[src/rtl/mdr_load_ctrl.sv]
// Memory data register load controller: issues one word read per request,
// aligns the addressed byte/halfword into the low bits, and flags misalignment or bus timeout.
module mdr_load_ctrl #(
  parameter int unsigned TIMEOUT = 16
) (
  input  logic        clk,
  input  logic        resetN,
  input  logic        start,
  input  logic [31:0] addr,
  input  logic [1:0]  loadSel,
  output logic [31:0] memAddr,
  output logic        memRead,
  input  logic        memReady,
  input  logic [31:0] memDataIn,
  output logic [31:0] mdrOut,
  output logic [1:0]  exceptionControl,
  output logic        busy,
  output logic        done
);

  localparam int unsigned DW = 32;
  localparam int unsigned CW = 8;

  localparam logic [1:0] EXC_NONE     = 2'b00;
  localparam logic [1:0] EXC_MISALIGN = 2'b01;
  localparam logic [1:0] EXC_TIMEOUT  = 2'b10;

  typedef enum logic [0:0] {S_IDLE, S_WAIT} state_t;

  state_t state_q, state_d;

  logic [1:0]    offset_q, offset_d;
  logic [1:0]    sel_q, sel_d;
  logic [CW-1:0] cnt_q, cnt_d;

  logic [DW-1:0] mem_addr_d;
  logic          mem_read_d;
  logic [DW-1:0] mdr_d;
  logic [1:0]    exc_d;
  logic          busy_d;
  logic          done_d;

  logic          misaligned_c;
  logic          timeout_hit_c;
  logic [DW-1:0] shifted_c;
  logic [DW-1:0] aligned_c;

  // Request classification and read-data lane alignment
  always_comb begin
    misaligned_c  = ((loadSel == 2'b01) && addr[0]) ||
                    (loadSel[1] && (addr[1:0] != 2'b00));
    timeout_hit_c = (cnt_q == CW'(TIMEOUT - 1));
    shifted_c     = memDataIn >> {offset_q, 3'b000};
    case (sel_q)
      2'b00:   aligned_c = {24'h000000, shifted_c[7:0]};
      2'b01:   aligned_c = {16'h0000, shifted_c[15:0]};
      default: aligned_c = memDataIn;
    endcase
  end

  // State register plus the registered outputs and request context
  always_ff @(posedge clk) begin
    if (!resetN) begin
      state_q          <= S_IDLE;
      offset_q         <= 2'b00;
      sel_q            <= 2'b00;
      cnt_q            <= '0;
      memAddr          <= '0;
      memRead          <= 1'b0;
      mdrOut           <= '0;
      exceptionControl <= EXC_NONE;
      busy             <= 1'b0;
      done             <= 1'b0;
    end else begin
      state_q          <= state_d;
      offset_q         <= offset_d;
      sel_q            <= sel_d;
      cnt_q            <= cnt_d;
      memAddr          <= mem_addr_d;
      memRead          <= mem_read_d;
      mdrOut           <= mdr_d;
      exceptionControl <= exc_d;
      busy             <= busy_d;
      done             <= done_d;
    end
  end

  // Next-state logic
  always_comb begin
    state_d = state_q;
    case (state_q)
      S_IDLE: begin
        if (start && !misaligned_c) state_d = S_WAIT;
      end
      S_WAIT: begin
        if (memReady || timeout_hit_c) state_d = S_IDLE;
      end
      default: state_d = S_IDLE;
    endcase
  end

  // Next values of the registered outputs; memReady wins over timeout
  always_comb begin
    offset_d   = offset_q;
    sel_d      = sel_q;
    cnt_d      = cnt_q;
    mem_addr_d = memAddr;
    mem_read_d = memRead;
    mdr_d      = mdrOut;
    exc_d      = exceptionControl;
    busy_d     = busy;
    done_d     = 1'b0;
    case (state_q)
      S_IDLE: begin
        if (start) begin
          exc_d = EXC_NONE;
          if (misaligned_c) begin
            exc_d  = EXC_MISALIGN;
            done_d = 1'b1;
          end else begin
            mem_addr_d = {addr[31:2], 2'b00};
            mem_read_d = 1'b1;
            busy_d     = 1'b1;
            cnt_d      = '0;
            offset_d   = addr[1:0];
            sel_d      = loadSel;
          end
        end
      end
      S_WAIT: begin
        if (memReady) begin
          mdr_d      = aligned_c;
          mem_read_d = 1'b0;
          busy_d     = 1'b0;
          done_d     = 1'b1;
        end else begin
          cnt_d = cnt_q + CW'(1);
          if (timeout_hit_c) begin
            exc_d      = EXC_TIMEOUT;
            mem_read_d = 1'b0;
            busy_d     = 1'b0;
            done_d     = 1'b1;
          end
        end
      end
      default: begin
        mem_read_d = 1'b0;
        busy_d     = 1'b0;
      end
    endcase
  end

endmodule

[config.mk]
export PLATFORM = sky130hd
export DESIGN_NAME = mdr_load_ctrl
export DESIGN_NICKNAME = d
export VERILOG_FILES = /design/src/rtl/mdr_load_ctrl.sv
export SDC_FILE = /design/constraint.sdc
export NUM_CORES = 1
export LEC_CHECK = 0
export ABC_AREA = 1
export CAP_MARGIN = 5
export CORE_ASPECT_RATIO = 1.25
export CORE_MARGIN = 8
export CORE_UTILIZATION = 35
export DETAILED_ROUTE_END_ITERATION = 10
export PLACE_DENSITY = 0.66
export SYNTH_ARGS = -nofsm -noshare
export SYNTH_HDL_FRONTEND = slang
export SYNTH_SLANG_ARGS = --single-unit
[constraint.sdc]
create_clock -name clk -period 1.7 [get_ports clk]
set_input_delay 0.34 -clock clk [delete_from_list [all_inputs] [get_ports clk]]
set_output_delay 0.34 -clock clk [all_outputs]
set_load 0.01 [all_outputs]
# After elaboration in Yosys (flattened, before gate mapping)
# Index checks and enable logic that the tools add are counted.
[word_totals]
inputBits = 70
elab_cells = 57
output_inout_bits = 69
regBits = 79
[classes]
bitwise = 2
n_shift = 1
add_sub_neg = 1
muxes = 23
n_reduce_logical = 13
eq_ne = 8
[ops]
columns = ["cell", "count"]
rows = [
  ["one-hot mux 32 bit (2 select lines)", 1],
  [">> shifter 32 x 5 -> 16 bit", 1],
  ["2-to-1 mux 8 bit", 3],
  ["one-hot mux 8 bit (2 select lines)", 1],
  ["AND reduction 3 bit", 4],
  ["2-to-1 mux 1 bit", 11],
  ["adder 8 x 1 -> 8 bit, second input constant", 1],
  ["equality test 8 x 4 -> 1 bit, second input constant", 1],
  ["2-to-1 mux 2 bit", 3],
  ["!= test 2 bit, second input constant", 3],
  ["one-hot mux 1 bit (2 select lines)", 3],
  ["equality test 2 x 1 -> 1 bit, second input constant", 2],
  ["one-hot mux 2 bit (2 select lines)", 1],
  ["logical AND 1 bit", 3],
  ["!= test 3 x 2 -> 1 bit, second input constant", 1],
  ["zero test 2 bit", 1],
  ["logical OR 1 bit", 2],
  ["!= test 2 x 1 -> 1 bit, second input constant", 1],
  ["NOT 1 bit", 2],
  ["AND reduction 2 bit", 1],
  ["nonzero test 2 bit", 1],
  ["zero test 1 bit", 1],
]

# Depth between registers and ports, before layout
[logic_depth]
ltp_word = 7
depth_mapped = 9
depth_no_buf = 9

# Worst setup path before layout
# OpenSTA, ideal clock, no wires.
[synth_path]
path_kind = "register to register"
from = "reg cnt_q[1]"
to = "reg busy"
period_less_slack_ns = 1.163
required_time_ns = 1.568
setup_time_ns = 0.132
path_slack_ns = 0.537
stages_incl_launch_ff = 9
t_arrival_ns = 1.030
path_buffers = 0
cell_sequence = "dfxtp_1 ha_1 nand2_1 nor2_2 nand3_1 nand2_1 nand2_1 nand2_1 a21oi_1"
[synth_between]
elab_chain_len = 3
[synth_lines]
columns = ["item", "line_no", "text"]
rows = [
  ["from (decl)", "34", "logic [CW-1:0] cnt_q, cnt_d;"],
  ["from (signal assigned)", "78", "cnt_q <= cnt_d;"],
  ["equality test 8 x 4 -> 1 bit", "52", "timeout_hit_c = (cnt_q == CW'(TIMEOUT - 1));"],
  ["!= test 3 x 2 -> 1 bit (no line)", "--", ""],
  ["AND reduction 3 bit (no line)", "--", ""],
  ["to (signal assigned)", "83", "busy <= busy_d;"],
  ["to (decl)", "17", "output logic busy,"],
]
# No other way between the ends.
# A chain may end at the register's enable or synchronous reset.

# Worst setup path in the final report
[layout_path]
from = "reg mdrOut[13]"
to = "out mdrOut[13]"
[layout_rtl]
columns = ["item", "line_no", "text"]
rows = [
  ["from (decl)", "15", "output logic [31:0] mdrOut,"],
  ["from (signal assigned)", "81", "mdrOut <= mdr_d;"],
]
# No word-level cell between the ends.

==> parameters.txt <==
Parameter                              Value

Drt
  Vias after detailed routing ... 3857
  Highest layer used for signal routing ... met4
  Routed Antenna Nets ... 0
  Routed length on met2 ... 5550 um
  Sum of routed wire length over all layers ... 11900 um
  Router iterations before antenna repair ... 5
  Count of unresolved DRC violations after routing ... 0
  Avg Vias per Cell ... 5.02
  Routed length on met3 ... 1200 um
  Wl on met1 ... 5000 um
  Wire length per cell after detailed routing ... 15.4 um
  First-iteration detailed-routing DRC count ... 248

STA
  Period utilisation layout ... 93.0%
  Final-layout setup total negative slack ... 0 ps
  Largest clock skew in the final design ... 5.25 ps
  Final count of hold timing violations ... 0
  RSZ-0062 raised after global routing ... no
  Final-report setup violation count ... 0
  Worst slew pin tran ... 625 ps
  Fmax achieved ... 632 MHz
  Number of max-slew violations in the final report ... 0
  Worst Hold Margin ... 459 ps
  Slew HR ... 58.1%
  Shortest period the worst path allows ... 1580 ps
  Final critical-path setup slack ... 118 ps

CTS
  Clk Latency, worst-skew pair ... 330 ps
  Htree depth ... 3
  Reg clk slew, reported paths ... 60 ps
  Maximum buffer depth of the clock tree ... 2
  Clock sink count ... 79
  Total CTS buffers ... 9
  Post CTS Setup Buffer Count ... 0
  Clock root buffer ... clkbuf_16
  Clock tree from TritonCTS ... built
  Total of cells resized after clock tree synthesis ... 0
  Hold bufs inserted after CTS ... 0

GRT
  Aggregate global-route resource usage ... 17.1%
  Leftover overflow at the end of global routing ... 0
  Largest net degree at the start of global routing ... 41
  Initial antenna violation count ... 0
  Via count of the first global-routing pass ... 3799
  Global-route wire length before repair ... 19100 um

Placed design
  Placed standard-cell area ... 5100 um^2
  Port buffer count ... 136
  Setup slack at placement ... -74.9 ps
  Detailed Place HPWL ... 8730 um
  Placer congestion estimate ... 0.922

Hold path
  HP Class ... flop to flop

Power
  Maximum ir drop on the vdd rail ... 0.538 mV
  Power per cell area ... 912 nW/um^2
  Leak pwr ... 2.07 nW

Worst setup path
  Number of buffers and inverters on the critical path ... 1
  WS Path Type ... flop to output port
  Critical Path Sink Type ... output port
  Worst path arrival time ... 1240 ps
  Worst-path cell chain ... clkdlybuf4s50_1
  Slowest cell on the critical path ... clkdlybuf4s50_1
  Highest net fanout along the worst path ... 2
  Critical path's largest stage delay ... 550 ps
  Dominant delay contributor by cell family on the critical path ... buffers and inverters
  Critical path data required time ... 1360 ps
  Nature of the critical path startpoint ... flop
  Register-to-register setup slack ... 180 ps

Layout
  Fill cell instance count of the final layout ... 974
  Synth-to-layout area growth ... 52.2%
  Fraction of layout cells with a size suffix above 1 ... 7.82%
  Number of nets in the finished design ... 705
  Final Util ... 54.3%
  Number of diodes ... 0
  Cell area after layout ... 5430 um^2

Status
  Result of the run ... finished clean

Synthesis
  Mean area per synthesized cell ... 7.11 um^2
  Share of the yosys chip area belonging to registers ... 44.3%
  Number of distinct library cells after synthesis ... 25
  Warnings from Yosys ... 0
  Cell type with the largest total area after synthesis ... dfxtp_1
  Top area cells in the synthesized netlist ... dfxtp_1 (44%), nand2_1 (13%), a21oi_1 (12%)
  Post-synthesis sequential element count ... 79
  Synthesized cell area ... 3570 um^2
  Area share of the largest cell type after synthesis ... 44.3%
  Number of cells produced by synthesis ... 502

Floorplanning
  I/O pin count ... 139
  Starting density of the core ... 35.7%
  Number of rows created at floorplan ... 41
  DIE WIDTH ... 106 um
  Die ar. ... 13700 um^2
  Area of the core region ... 10000 um^2
  Die H ... 129 um

Flow run
  Max-cap violation count ... 0
[Yosys cell counts]
cell,number
nand2_1,121
a21oi_1,83
dfxtp_1,79
nand3_1,67
o21ai_0,32
inv_1,24
nor2_1,23
o21ai_1,18
buf_2,13
buf_4,11
clkbuf_1,7
inv_2,5
buf_1,3
buf_6,2
nand2_2,2
nand2_4,2
nand4_1,2
a21oi_4,1
conb_1,1
ha_1,1
inv_4,1
nor2_2,1
nor2_4,1
nor2_8,1
nor3_1,1
[cell type report]
| class | count | area [um^2] | area share, % |
|---|---|---|---|
| Tap cell | 129 | 161 | 2.97 |
| Inverter | 30 | 115 | 2.12 |
| Timing Repair Buffer | 156 | 1570 | 29.0 |
| Clock inverter | 6 | 92.6 | 1.70 |
| Multi-Input combinational cell | 358 | 1670 | 30.7 |
| Sequential cell | 79 | 1580 | 29.1 |
| Clock buffer | 10 | 239 | 4.40 |
[registers in the layout, indices dropped and copies added, names as in the netlist]
| name | cells |
|---|---|
| memAddr | 30 |
| offset_q | 2 |
| busy | 1 |
| cnt_q | 8 |
| done | 1 |
| exceptionControl | 2 |
| mdrOut | 32 |
| state_q | 1 |
| sel_q | 2 |
[per-layer routing]
| layer | GRT usage (%) | vias up |
|---|---|---|
| li1 | - | 1923 |
| met1 | 19.5 | 1747 |
| met2 | 28.8 | 177 |
| met3 | 6.85 | 10 |
| met4 | 5.23 | 0 |
| met5 | 0 | - |
[cell usage in the layout (no fill, tap or decap), types with 2 or more instances in the layout]
master | synthesis | routed
nor2_1 | 23 | 23
nand2_4 | 2 | 2
clkinvlp_4 | 0 | 2
o21ai_1 | 18 | 18
dfxtp_1 | 79 | 79
clkbuf_16 | 0 | 9
nand4_1 | 2 | 2
bufinv_16 | 0 | 2
nand3_1 | 67 | 67
a21oi_1 | 83 | 83
clkdlybuf4s50_1 | 0 | 136
nand2_2 | 2 | 2
inv_2 | 5 | 5
buf_12 | 0 | 5
inv_1 | 24 | 24
o21ai_0 | 32 | 32
nand2_1 | 121 | 121
conb_1 | 1 | 2
buf_4 | 11 | 15
[logic make-up (layout without fill, tap and decap cells)]
group           after synthesis  in the layout  share of synthesized area (%)
simple gates                221            221                           27.1
compound gates              134            134                           19.1
flops                        79             79                           44.3
buf+inv                      66            202                           9.05
fa+ha+maj                     1              1                          0.351
other cells                   1              2                          0.105
[through the flow]
stage	std cells	power, mW
2_1_floorplan	503	2.43
3_3_place_gp	752	2.87
3_5_place_dp	752	2.88
4_1_cts	768	5.01
5_1_grt	768	5.18
6_report	768	4.95
[where the power goes]
group / internal [mW] / leakage [nW] / switching [mW]
registers: 1.93 / 0.643 / 0.0476
logic: 0.425 / 1.27 / 0.436
clock network: 1.33 / 0.155 / 0.784
[path summary, 6_finish.rpt]
check	from	to	cells after the start
min reg2reg	memAddr[25]$_SDFFE_PN0P_	memAddr[25]$_SDFFE_PN0P_	2
min	memAddr[25]$_SDFFE_PN0P_	memAddr[25]$_SDFFE_PN0P_	2
max	mdrOut[13]$_SDFFE_PN0N_	mdrOut[13]	1
max reg2reg	state_q$_SDFF_PN0_	cnt_q[5]$_SDFFE_PN0P_	6
Power figures use the tool's default switching activity.
==> edit 1 (same settings) <==
Take the reset off `memAddr` and load it in a clocked block of its own.
--- a/src/rtl/mdr_load_ctrl.sv
+++ b/src/rtl/mdr_load_ctrl.sv
@@ -65,7 +65,6 @@
       offset_q         <= 2'b00;
       sel_q            <= 2'b00;
       cnt_q            <= '0;
-      memAddr          <= '0;
       memRead          <= 1'b0;
       mdrOut           <= '0;
       exceptionControl <= EXC_NONE;
@@ -76,13 +75,16 @@
       offset_q         <= offset_d;
       sel_q            <= sel_d;
       cnt_q            <= cnt_d;
-      memAddr          <= mem_addr_d;
       memRead          <= mem_read_d;
       mdrOut           <= mdr_d;
       exceptionControl <= exc_d;
       busy             <= busy_d;
       done             <= done_d;
     end
+  end
+
+  always_ff @(posedge clk) begin
+    memAddr <= mem_addr_d;
   end
 
   // Next-state logic
Check against the original RTL: not equivalent (a bounded check fails within 4 cycles, from zero or initial values and one cycle with resetN low).
==> edit 1 against the unedited design <==
Power is 4.9% lower; combinational power is 20% lower; area after synthesis is 4.9% lower; count of clock-buffer cells in the layout is 3 higher; via count is 18% lower; sequential cell count stayed put; register-to-register slack better by 0.07 ns; design area is 3.7% lower; routed wire length is 15% lower; worst setup slack worse by 0.039 ns; first-iteration DRC count is 49% lower; sequential share of layout area is 6.9 points higher.
==> edit 1: results <==
metrics = {
    "status": {
        "status": "complete, no violations",
    },
    "synth": {
        "synthArstFlopShare_pct": 0,
        "ys_seq_elements": 79,
        "yosysSeqAreaShare_pct": 55.4,
        "synth_edf_count": 30,
        "ys_top_cells_by_count": "nand2_1 (86), a21oi_1 (56), dfxtp_1 (49)",
        "synth_area_leaders": "dfxtp_1 (29%), edfxtp_1 (27%), nand2_1 (9.5%)",
        "synth_cell_type_count": 26,
        "yosysWarnings": 0,
        "syn-instance-count": 391,
    },
    "placement": {
        "placed_cells": 648,
        "finalWeightedCongestion": 0.801,
        "hpwl_microns": 8000,
        "placed_area_sq_um": 4920,
    },
    "timing": {
        "max_freq_mhz": 617,
        "fin_skew_ns": 0.00818,
        "slew_headroom_pct": 63.5,
    },
    "cells_and_area": {
        "buffer_area_share_pct": 29.2,
        "fill_cells": 883,
        "inv_count": 26,
        "n_all_buffers": 153,
        "clock_area_share_pct": 5.96,
        "layout.nets": 604,
        "num_antenna_cells": 0,
        "n_clock_buffer": 13,
        "largestRegisters": "mdrOut x32, memAddr x30, cnt_q x8",
        "top_register": "mdrOut",
        "seq_area_share_pct": 36.0,
        "drive_above_1_share_pct": 8.55,
        "multi_input_comb_cells": 264,
        "syn2layout_area_growth_pct": 54.0,
        "multi_input_area_sq_um": 1250,
    },
    "global_routing": {
        "grt_pass1_vias": 3172,
        "track_usage_pct": 15.7,
        "grt_max_degree": 26,
        "antenna_found_initial": 0,
        "grt_pass1_wl_microns": 16500,
    },
    "critical_path": {
        "slowest_delay_ns": 0.58,
        "crit_path_top_delay_cell": "clkdlybuf4s50_1",
        "cp_max_fo": 3,
        "arrival_ns": 1.28,
    },
    "clock_tree": {
        "post_cts_resized": 0,
        "clk_transition_reported_paths_ns": 0.06,
        "clock_latency_ns": 0.33,
        "numCtsBuffers": 9,
    },
    "pwr": {
        "sequentialPower_uw": 2080,
        "power_uw": 4710,
        "irDropWorstVdd_mv": 0.520,
        "total_leakage_power_uw": 0.00197,
        "combPwrFrac_pct": 14.7,
        "p_sw_share_pct": 22.4,
    },
    "worst_hold_path": {
        "hp-class": "flop to flop",
    },
    "drt": {
        "wl_microns": 10100,
        "drtIter0Drc": 127,
        "routedWlPerCell_microns": 15.2,
        "vias_per_cell": 4.75,
    },
    "floorplanning": {
        "die-width_microns": 104,
    },
}
[edit 1: changes by cell type after synthesis, sizes merged, moves of 5 or more]
cell	before	now
a21oi	84	56
buf	29	19
dfxtp	79	49
edfxtp	0	30
inv	30	25
nand2	125	88
nand3	67	44
[edit 1: final timing paths]
path	to	cells past startpoint	slack, ns	startpoint
max reg2reg	mdrOut[0]	5	0.25	offset_q[0]
max	memRead	1	0.08	busy
min	sel_q[0]	2	0.47	sel_q[0]
min reg2reg	sel_q[0]	2	0.47	sel_q[0]
[edit 1: cells by family (layout without fill, tap and decap cells)]
kind of cell / after synthesis / count (layout) / share of synthesized area, %
compound gates: 105 / 105 / 15.5
fa+ha+maj: 1 / 1 / 0.369
buf+inv: 49 / 195 / 7.92
flops: 79 / 79 / 55.4
other cells: 1 / 2 / 0.110
simple gates: 156 / 156 / 20.7
[edit 1: metal layers]
| metal | global-route usage [%] | vias up | share of wire, % |
|---|---|---|---|
| met2 | 25.0 | 140 | 46 |
| met4 | 5.21 | 0 | 1.6 |
| met5 | 0 | - | 0 |
| met3 | 8.32 | 10 | 11 |
| li1 | - | 1606 | - |
| met1 | 17.4 | 1401 | 41 |
[edit 1: stage by stage]
step	TNS (ns)	hold WS, ns	setup slack, ns
3_3_place_gp	-0.0556	0.449	-0.0174
3_5_place_dp	-0.377	0.462	-0.0864
2_1_floorplan	0	0.430	0.297
4_1_cts	0	0.471	0.0458
5_1_grt	0	0.486	0.0244
6_report	0	0.466	0.0790
[edit 1: tightest hold or removal path: cells and delay by family (launching register included)]
kind                   cells  cell delay (ns)
DFF                        1             0.30
buffers and inverters      1             0.06
AOI/OAI and AO/OA          1             0.06
==> edit 2 (same settings) <==
Without the edit above. `CW`: 8 -> 10.
--- a/src/rtl/mdr_load_ctrl.sv
+++ b/src/rtl/mdr_load_ctrl.sv
@@ -19,7 +19,7 @@
 );
 
   localparam int unsigned DW = 32;
-  localparam int unsigned CW = 8;
+  localparam int unsigned CW = 10;
 
   localparam logic [1:0] EXC_NONE     = 2'b00;
   localparam logic [1:0] EXC_MISALIGN = 2'b01;
Check against the original RTL: no difference found for any inputs over 10 cycles, from zero or initial values and one cycle with resetN low; that may be too few to reach the edited logic, so the function may still have changed.
==> edit 2 against the unedited design <==
Power decreased by 4.7%; first-iteration DRC count decreased by 21%; worst setup slack got worse by 0.034 ns; final cell count decreased by 0.78%; design area decreased by 0.58%; sequential cell count increased by 2; area after synthesis increased by 1.1%; routed wire length about the same.
==> edit 2: results <==
metrics = {
    "worst_hold_path": {
        "hp-start": "sel_q[0]",
        "holdPathEnd": "sel_q[0]",
    },
    "drt": {
        "drtIter0Drc": 196,
        "vias_per_cell": 5.07,
        "routedWlPerCell_microns": 15.6,
    },
    "clock_tree": {
        "clk_transition_reported_paths_ns": 0.06,
    },
    "synth": {
        "synth_most_common_cell": "nor2_1",
        "synth_cell_type_count": 32,
        "synth_area_leaders": "dfxtp_1 (45%), o21ai_0 (12%), nor2_1 (9.1%)",
        "syn-instance-count": 491,
        "ys_top_cells_by_count": "nor2_1 (87), o21ai_0 (84), dfxtp_1 (81)",
        "synth.top_cell.area_share_pct": 45.0,
    },
    "pwr": {
        "total_leakage_power_uw": 0.00203,
        "irDropWorstVdd_mv": 0.595,
    },
    "status": {
        "status": "complete, no violations",
    },
    "cells_and_area": {
        "largestRegisters": "mdrOut x32, memAddr x30, cnt_q x10",
        "drive_above_1_share_pct": 8.53,
        "final_cells": 762,
    },
    "critical_path": {
        "reg2reg_slack_ns": 0.22,
        "cp_max_fo": 3,
        "rr_endpoint": "exceptionControl[0]",
        "r2r-start": "cnt_q[0]",
        "arrival_ns": 1.28,
    },
    "placement": {
        "placed_cells": 746,
        "placed_area_sq_um": 5120,
        "hpwl_microns": 9030,
        "finalWeightedCongestion": 0.826,
    },
    "timing": {
        "fin_skew_ns": 0.00897,
    },
    "global_routing": {
        "track_usage_pct": 17.3,
        "grt_pass1_vias": 3853,
        "grt_pass1_wl_microns": 19300,
    },
}
[edit 2: layout make-up]
type / instances / area (sq um)
clock buffer: 13 / 260
clock inverter: 3 / 15.0
fill: 973 / 4650
inverter: 18 / 75.1
multi-input combinational: 359 / 1680
sequential: 81 / 1620
tap: 129 / 161
timing repair buffer: 159 / 1580
[edit 2: worst max-delay path by stage]
stage	start	slack [ns]	depth (start not counted)	endpoint
2_1_floorplan	cnt_q[0]	0.46	6	exceptionControl[0]
3_3_place_gp	loadSel[0]	-0.11	8	offset_q[0]
3_5_place_dp	addr[0]	-0.15	8	offset_q[0]
4_1_cts	busy	0.06	1	memRead
5_1_grt	addr[0]	0.05	8	offset_q[0]
6_report	busy	0.08	1	busy
[edit 2: where the power goes]
group,total [uW],switching (uW),internal [uW]
Clock,1780,716,1060
Sequential,2050,53.8,2000
Combinational,896,442,454
[edit 2: metal layers]
| layer | wire length, microns | up-vias | GRT usage, % | share of wire [%] |
|---|---|---|---|---|
| met5 | 0 | - | 0 | 0 |
| met4 | 110 | 0 | 7.05 | 0.93 |
| met3 | 1270 | 11 | 6.11 | 11 |
| met2 | 5620 | 184 | 29.4 | 47 |
| met1 | 4870 | 1763 | 19.3 | 41 |
| li1 | - | 1908 | - | - |
[edit 2: timing repair]
item                                   CTS  global route
gates resized for setup                  0             1
hold buffers                             0             0
endpoints found under the hold margin    0             0
setup endpoints to repair                0             1
[edit 2: worst register-to-register path, stage by stage, from the launching register on]
cell and delay [ns]:
dfxtp_1 0.38, ha_1 0.19, nand2_1 0.09, nor2_1 0.27, nand4_1 0.21, a21oi_1 0.18
nor2_1 0.06
[edit 2: logic make-up (layout without fill, tap and decap cells)]
| logic type | after synthesis | count (layout) | share of synthesized area (%) |
|---|---|---|---|
| AND/OR/NAND/NOR | 210 | 210 | 25.4 |
| AO/OA/AOI/OAI | 145 | 145 | 20.4 |
| flip-flops | 81 | 81 | 45.0 |
| buffers and inverters | 52 | 193 | 8.47 |
| adder cells (fa/ha/maj) | 1 | 1 | 0.347 |
| other | 1 | 2 | 0.104 |
| XOR/XNOR | 1 | 1 | 0.243 |
[edit 2: through the flow]
stage / hold slack (ns) / total power (uW) / util [%] / setup slack (ns) / TNS (ns)
4_1_cts: 0.459 / 4770 / 53.7 / 0.0617 / 0
3_3_place_gp: 0.444 / 2970 / 51.0 / -0.111 / -2.70
2_1_floorplan: 0.430 / 2510 / - / 0.460 / 0
3_5_place_dp: 0.450 / 2980 / 51.0 / -0.153 / -3.26
5_1_grt: 0.486 / 4950 / 53.7 / 0.0466 / 0
6_report: 0.459 / 4720 / 53.7 / 0.0840 / 0
